--- src/rtl/color_trace_pkg.sv ---
// Shared constants, trace record payload and the saturating overrun adder for color_trace.
package color_trace_pkg;

  localparam int unsigned COLOR_BW   = 64;
  localparam int unsigned REC_CHAN_W = 4;
  localparam int unsigned REC_TS_W   = 32;
  localparam int unsigned OVR_W      = 16;

  typedef struct packed {
    logic [REC_CHAN_W-1:0] chan;
    logic [COLOR_BW-1:0]   color;
    logic [REC_TS_W-1:0]   tstamp;
  } trace_rec_t;

  // Adds up to 16 simultaneous overruns and clamps at all-ones.
  function automatic logic [OVR_W-1:0] sat_add_ovr(input logic [OVR_W-1:0] acc,
                                                   input logic [4:0]       inc);
    logic [OVR_W:0] sum;
    sum = {1'b0, acc} + {{(OVR_W-4){1'b0}}, inc};
    return sum[OVR_W] ? {OVR_W{1'b1}} : sum[OVR_W-1:0];
  endfunction

endpackage

--- src/rtl/color_trace_rr_arbiter.sv ---
// Combinational round-robin pick: search starts one past the last granted channel.
module rr_arbiter #(
  parameter int unsigned NCH = 4,
  parameter int unsigned CW  = $clog2(NCH)
) (
  input  logic [NCH-1:0] req_i,
  input  logic [CW-1:0]  last_i,
  output logic           gnt_vld_c,
  output logic [NCH-1:0] gnt_oh_c,
  output logic [CW-1:0]  gnt_idx_c
);

  always_comb begin
    int unsigned idx;
    idx       = 0;
    gnt_vld_c = 1'b0;
    gnt_oh_c  = '0;
    gnt_idx_c = '0;
    for (int unsigned k = 1; k <= NCH; k++) begin
      idx = (32'(last_i) + k) % NCH;
      if (!gnt_vld_c && req_i[CW'(idx)]) begin
        gnt_vld_c           = 1'b1;
        gnt_oh_c[CW'(idx)]  = 1'b1;
        gnt_idx_c           = CW'(idx);
      end
    end
  end

endmodule

--- src/rtl/color_trace.sv ---
// Timestamps value changes on NCH color buses, holds one record per channel and
// drains them round-robin through a registered valid/ready port.
module color_trace
  import color_trace_pkg::*;
#(
  parameter int unsigned BW  = COLOR_BW,
  parameter int unsigned NCH = 4,
  parameter int unsigned TSW = 32
) (
  input  logic                    clk,
  input  logic                    rst_n,
  input  logic                    en,
  input  logic [NCH*BW-1:0]       col_in,
  output logic                    out_valid,
  input  logic                    out_ready,
  output logic [$clog2(NCH)-1:0]  out_chan,
  output logic [BW-1:0]           out_color,
  output logic [TSW-1:0]          out_time,
  output logic [NCH-1:0]          pending,
  output logic [OVR_W-1:0]        overrun_cnt
);

  localparam int unsigned CW = $clog2(NCH);

  logic [TSW-1:0]          ts_q, ts_d;
  logic [NCH-1:0][BW-1:0]  prev_q;
  logic [NCH-1:0][BW-1:0]  slot_color_q, slot_color_d;
  logic [NCH-1:0][TSW-1:0] slot_time_q, slot_time_d;
  logic [NCH-1:0]          pend_q, pend_d;
  logic [CW-1:0]           last_q, last_d;
  logic                    out_valid_q, out_valid_d;
  logic [CW-1:0]           out_chan_q, out_chan_d;
  logic [BW-1:0]           out_color_q, out_color_d;
  logic [TSW-1:0]          out_time_q, out_time_d;
  logic [OVR_W-1:0]        ovr_q, ovr_d;

  logic [NCH-1:0] change, granted, ovr;
  logic [NCH-1:0] gnt_oh;
  logic [CW-1:0]  gnt_idx;
  logic           gnt_vld, grant;

  rr_arbiter #(.NCH(NCH), .CW(CW)) u_arb (
    .req_i     (pend_q),
    .last_i    (last_q),
    .gnt_vld_c (gnt_vld),
    .gnt_oh_c  (gnt_oh),
    .gnt_idx_c (gnt_idx)
  );

  // The output register may take a new record whenever it is empty or being accepted.
  assign grant   = gnt_vld && (!out_valid_q || out_ready);
  assign granted = grant ? gnt_oh : '0;

  always_comb begin
    change = '0;
    for (int i = 0; i < NCH; i++)
      change[i] = en && (col_in[i*BW +: BW] != prev_q[i]);
  end

  always_comb begin
    ts_d         = ts_q + TSW'(1);
    slot_color_d = slot_color_q;
    slot_time_d  = slot_time_q;
    pend_d       = pend_q;
    ovr          = '0;
    last_d       = last_q;
    out_valid_d  = out_valid_q;
    out_chan_d   = out_chan_q;
    out_color_d  = out_color_q;
    out_time_d   = out_time_q;

    // A record leaving through the grant is never counted as lost.
    for (int i = 0; i < NCH; i++) begin
      if (change[i]) begin
        slot_color_d[i] = col_in[i*BW +: BW];
        slot_time_d[i]  = ts_q;
        pend_d[i]       = 1'b1;
        ovr[i]          = pend_q[i] && !granted[i];
      end else if (granted[i]) begin
        pend_d[i] = 1'b0;
      end
    end
    ovr_d = sat_add_ovr(ovr_q, 5'($countones(ovr)));

    if (grant) begin
      out_valid_d = 1'b1;
      out_chan_d  = gnt_idx;
      out_color_d = slot_color_q[gnt_idx];
      out_time_d  = slot_time_q[gnt_idx];
      last_d      = gnt_idx;
    end else if (out_ready) begin
      out_valid_d = 1'b0;
    end
  end

  always_ff @(posedge clk) begin
    if (!rst_n) begin
      ts_q         <= '0;
      prev_q       <= '0;
      slot_color_q <= '0;
      slot_time_q  <= '0;
      pend_q       <= '0;
      last_q       <= CW'(NCH-1);
      out_valid_q  <= 1'b0;
      out_chan_q   <= '0;
      out_color_q  <= '0;
      out_time_q   <= '0;
      ovr_q        <= '0;
    end else begin
      ts_q         <= ts_d;
      prev_q       <= col_in;
      slot_color_q <= slot_color_d;
      slot_time_q  <= slot_time_d;
      pend_q       <= pend_d;
      last_q       <= last_d;
      out_valid_q  <= out_valid_d;
      out_chan_q   <= out_chan_d;
      out_color_q  <= out_color_d;
      out_time_q   <= out_time_d;
      ovr_q        <= ovr_d;
    end
  end

  assign out_valid   = out_valid_q;
  assign out_chan    = out_chan_q;
  assign out_color   = out_color_q;
  assign out_time    = out_time_q;
  assign pending     = pend_q;
  assign overrun_cnt = ovr_q;

endmodule

--- config.mk ---
export PLATFORM = sky130hd
export DESIGN_NAME = color_trace
export DESIGN_NICKNAME = d
export VERILOG_FILES = /design/src/rtl/color_trace_pkg.sv /design/src/rtl/color_trace_rr_arbiter.sv /design/src/rtl/color_trace.sv
export SDC_FILE = /design/constraint.sdc
export NUM_CORES = 2
export LEC_CHECK = 0
export BUFFER_PORTS_ARGS = -buffer_cell sky130_fd_sc_hd__buf_4
export CAP_MARGIN = 10
export CORE_AREA = 2 2 234 236
export DETAILED_ROUTE_END_ITERATION = 10
export DIE_AREA = 0 0 236 238
export GPL_ROUTABILITY_DRIVEN = 0
export HOLD_SLACK_MARGIN = 0.12
export PLACE_DENSITY = 0.84
export SLEW_MARGIN = 5
export SYNTH_ARGS = -nofsm -noshare
export SYNTH_HDL_FRONTEND = slang
export SYNTH_SLANG_ARGS = --single-unit
--- constraint.sdc ---
create_clock -name clk -period 7.75 [get_ports clk]
set_input_delay 1.1625 -clock clk [delete_from_list [all_inputs] [get_ports clk]]
set_output_delay 1.1625 -clock clk [all_outputs]
set_load 0.02 [all_outputs]
==> summary.txt <==
Power and ir drop
  – Int Pwr: approximately 7.4 mW
  – Sw Share: 0.3000
  – Combinational power share: 0.194
  – Switching power: roughly 3.2 mW
  – Clock power frac: 0.385
  – Flop pwr share: 0.422
  – PwrDens: 272.9 mW/mm²
  – Static Leak: ~15 nW
  – Max rail drop VDD: about 0.25 mV

Yosys
  – Register area share after synthesis: 0.4746
  – Synthesized instance count: ~3,800
  – EDFF count, synth: 0
  – Most used DFF post-synth: dfxtp_1
  – Distinct cells, synth: 55
  – Post-synth ARST share: 0
  – Synth top area cells: dfxtp_1 47%, nand3_1 7.4%, xnor2_1 7.3%
  – Synthesized area per cell: 8.884 µm²
  – Syn nets: 4,038
  – Share of the synthesized area in the top cell type: 0.4746
  – Cell taking the most area after synthesis: dfxtp_1
  – Synth Warn #: 0
  – Mapped Area: approximately 0.033 mm²
  – Register bit total from synthesis: approximately 790

Clock network
  – Root buf cell: clkbuf_16
  – Clock transition at path regs: approximately 0.06 ns
  – PostCTS Resize Cnt: 0
  – Hold_buf cts: 0
  – Post-CTS setup buffer count: 0
  – Worst-skew pair later-pin latency: between 0.6 and 0.7 ns
  – Clock sinks: 793
  – Clk buf depth: 3
  – Clock buffer count from CTS: 80
  – CTS tree: done
  – # H-tree levels: 3

Global routing
  – Gr usage total: 0.3863
  – Largest net degree at the start of global routing: between 200 and 250
  – Initial antenna violation count: 17
  – First-pass GRT wire length: between 150 and 200 mm
  – Remaining global-route overflow: 0
  – Vias in the first global route: roughly 28,000

STA
  – TNS Setup: 0 ns
  – Unrepaired setup endpoints after global routing: false
  – Clock skew: 0.03618 ns
  – Slew headroom: 0.2173
  – Min Tclk post-route: between 5 and 6 ns
  – FMAX: 184.0 MHz
  – Final Hold Vio Count: 0
  – Final slew viol count: 0
  – Slew @ Worst Pin: around 1.2 ns
  – # setup viols final: 0
  – Final period utilization: 0.7012
  – Worst Slack Setup Final: 2.315 ns

Detailed routing
  – Met3 wire length: 13.25 mm
  – M1 WL: 43.79 mm
  – Initial DRC count: between 4,000 and 5,000
  – Remaining DRCs: 0
  – Wire length on met2: roughly 50 mm
  – Post-Route WL: 112.9 mm
  – Vias: around 30,000
  – DR pass1 iterations: 6
  – WL/cell: between 20 and 25 µm
  – Max Used Layer: met5
  – Post-DRT Antenna Nets: 0
  – Vias per cell: about 6.6

Layout
  – Leading cell type in the layout, fill and taps excluded: dfxtp_1
  – Commonest non-fill, non-tap cells in the layout: 793 x dfxtp_1, 496 x nand3_1, 409 x a21oi_1
  – Layout cell share with drive strength beyond 1: 0.1415
  – Area growth from synthesis to layout: 16.07%
  – Nets: just over 4,000

Setup path
  – Worst Path Class, Setup: reg2reg
  – Arr. time, crit path: 5.88 ns
  – WP data required: 8.19 ns
  – CP Max Fanout: 17
  – Crit end category: flop
  – Nature of the critical path startpoint: flop

Floorplan
  – Die X: around 240 µm
  – Die H: 238 µm
  – DIE AREA: around 0.056 mm²
  – Area of the core: approximately 0.053 mm²
  – Row count: 85
  – Starting Density: 0.6252
  – I/O Pins: between 300 and 400

Placed design
  – HPWL after DPL: 70.96 mm
  – IO Port Bufs: approximately 380
  – Pre-CTS setup slack: 2.227 ns

Run status
  – Status: finished clean

Run
  – Total of max-cap violations: 0

Worst hold path
  – Worst hold path type: reg2reg
-- power groups by stage --
stage | combinational (mW) | sequential [mW] | clock [mW]
after CTS | 1.99 | 4.46 | 4.07
final | 2.05 | 4.47 | 4.08
after floorplan | 1.19 | 4.56 | 0
after global placement | 1.95 | 4.54 | 0
after detailed placement | 1.97 | 4.54 | 0
after global routing | 2.13 | 4.48 | 4.26
-- final cells by class --
class / count / area (µm²)
multi-input combinational: 2581 / 16070
sequential: 793 / 15880
fill: 4000 / 14670
timing repair buffer: 409 / 3110
clock buffer: 119 / 2412
tap: 696 / 870.8
clock inverter: 23 / 351.6
inverter: 19 / 86.33
antenna: 16 / 40.04
-- cell families after synthesis --
kind of cell | count (synthesis) | share of synthesized area
AOI/OAI and AO/OA | 1113 | 0.1876
and+or+nand+nor | 1062 | 0.1783
DFF | 793 | 0.4746
buffers and inverters | 391 | 0.04612
xor gates and xnor gates | 293 | 0.07672
muxes | 100 | 0.03105
adders and majority gates | 13 | 0.005537
-- state kept, by name, summed over array words and instances, names as in the netlist --
name	cells
out_time	32
out_chan	2
slot_time_q	128
slot_color_q	256
overrun_cnt	16
last_q	2
prev_q	256
out_valid	1
out_color	64
ts_q	32
pending	4
-- cells in the mapped netlist (all sizes together), types with 10 or more instances --
master and instances:
nor2 41, o21ai 488, o221ai 96, xnor2 278, and3 104, ha 10
xor2 15, clkbuf 306, nand3 498, and2 263, buf 66, a21oi 409
and4 10, mux2i 97, nand4 77, inv 19, nor4 18, a21boi 96
dfxtp 793, nand2 26
-- layer usage --
metal	vias up	track usage
li1	13600	-
met1	14650	0.5224
met2	2046	0.5786
met3	312	0.07913
met4	10	0.2162
met5	-	0
-- through the flow --
step	cells	hold slack (ns)	util	power [mW]	cell area, µm²
CTS	4640	0.4702	0.7249	10.51	38780
finish	4656	0.4695	0.7257	10.59	38820
detailed placement	4498	0.4626	0.6733	6.516	36020
global route	4652	0.4849	0.7255	10.87	38810
global placement	4498	0.4564	0.6733	6.486	36020
floorplan	3765	0.4490	-	5.759	33450
-- worst max-delay path, cell delays in order (launching register included) --
cell,delay (ns)
dfxtp_1,0.78
inv_1,0.31
ha_1,0.51
mux4_2,0.44
a22oi_1,0.22
a21oi_1,0.10
a211oi_1,0.33
nand2_1,0.13
fa_1,0.52
inv_1,0.05
fa_1,0.45
fa_1,0.42
and3_1,0.22
nand3_1,0.21
or3_1,0.44
a21oi_1,0.13
-- path summary, 6_finish.rpt --
| check | startpoint | end | depth (start not counted) | slack, ns |
|---|---|---|---|---|
| setup reg to reg | last_q[0] | overrun_cnt[3] | 15 | 2.32 |
| setup / recovery | last_q[0] | overrun_cnt[3] | 15 | 2.32 |
| hold / removal | slot_color_q[121] | slot_color_q[121] | 2 | 0.47 |
| hold reg to reg | slot_color_q[121] | slot_color_q[121] | 2 | 0.47 |
Note: power is estimated with default switching activity, not from simulation.
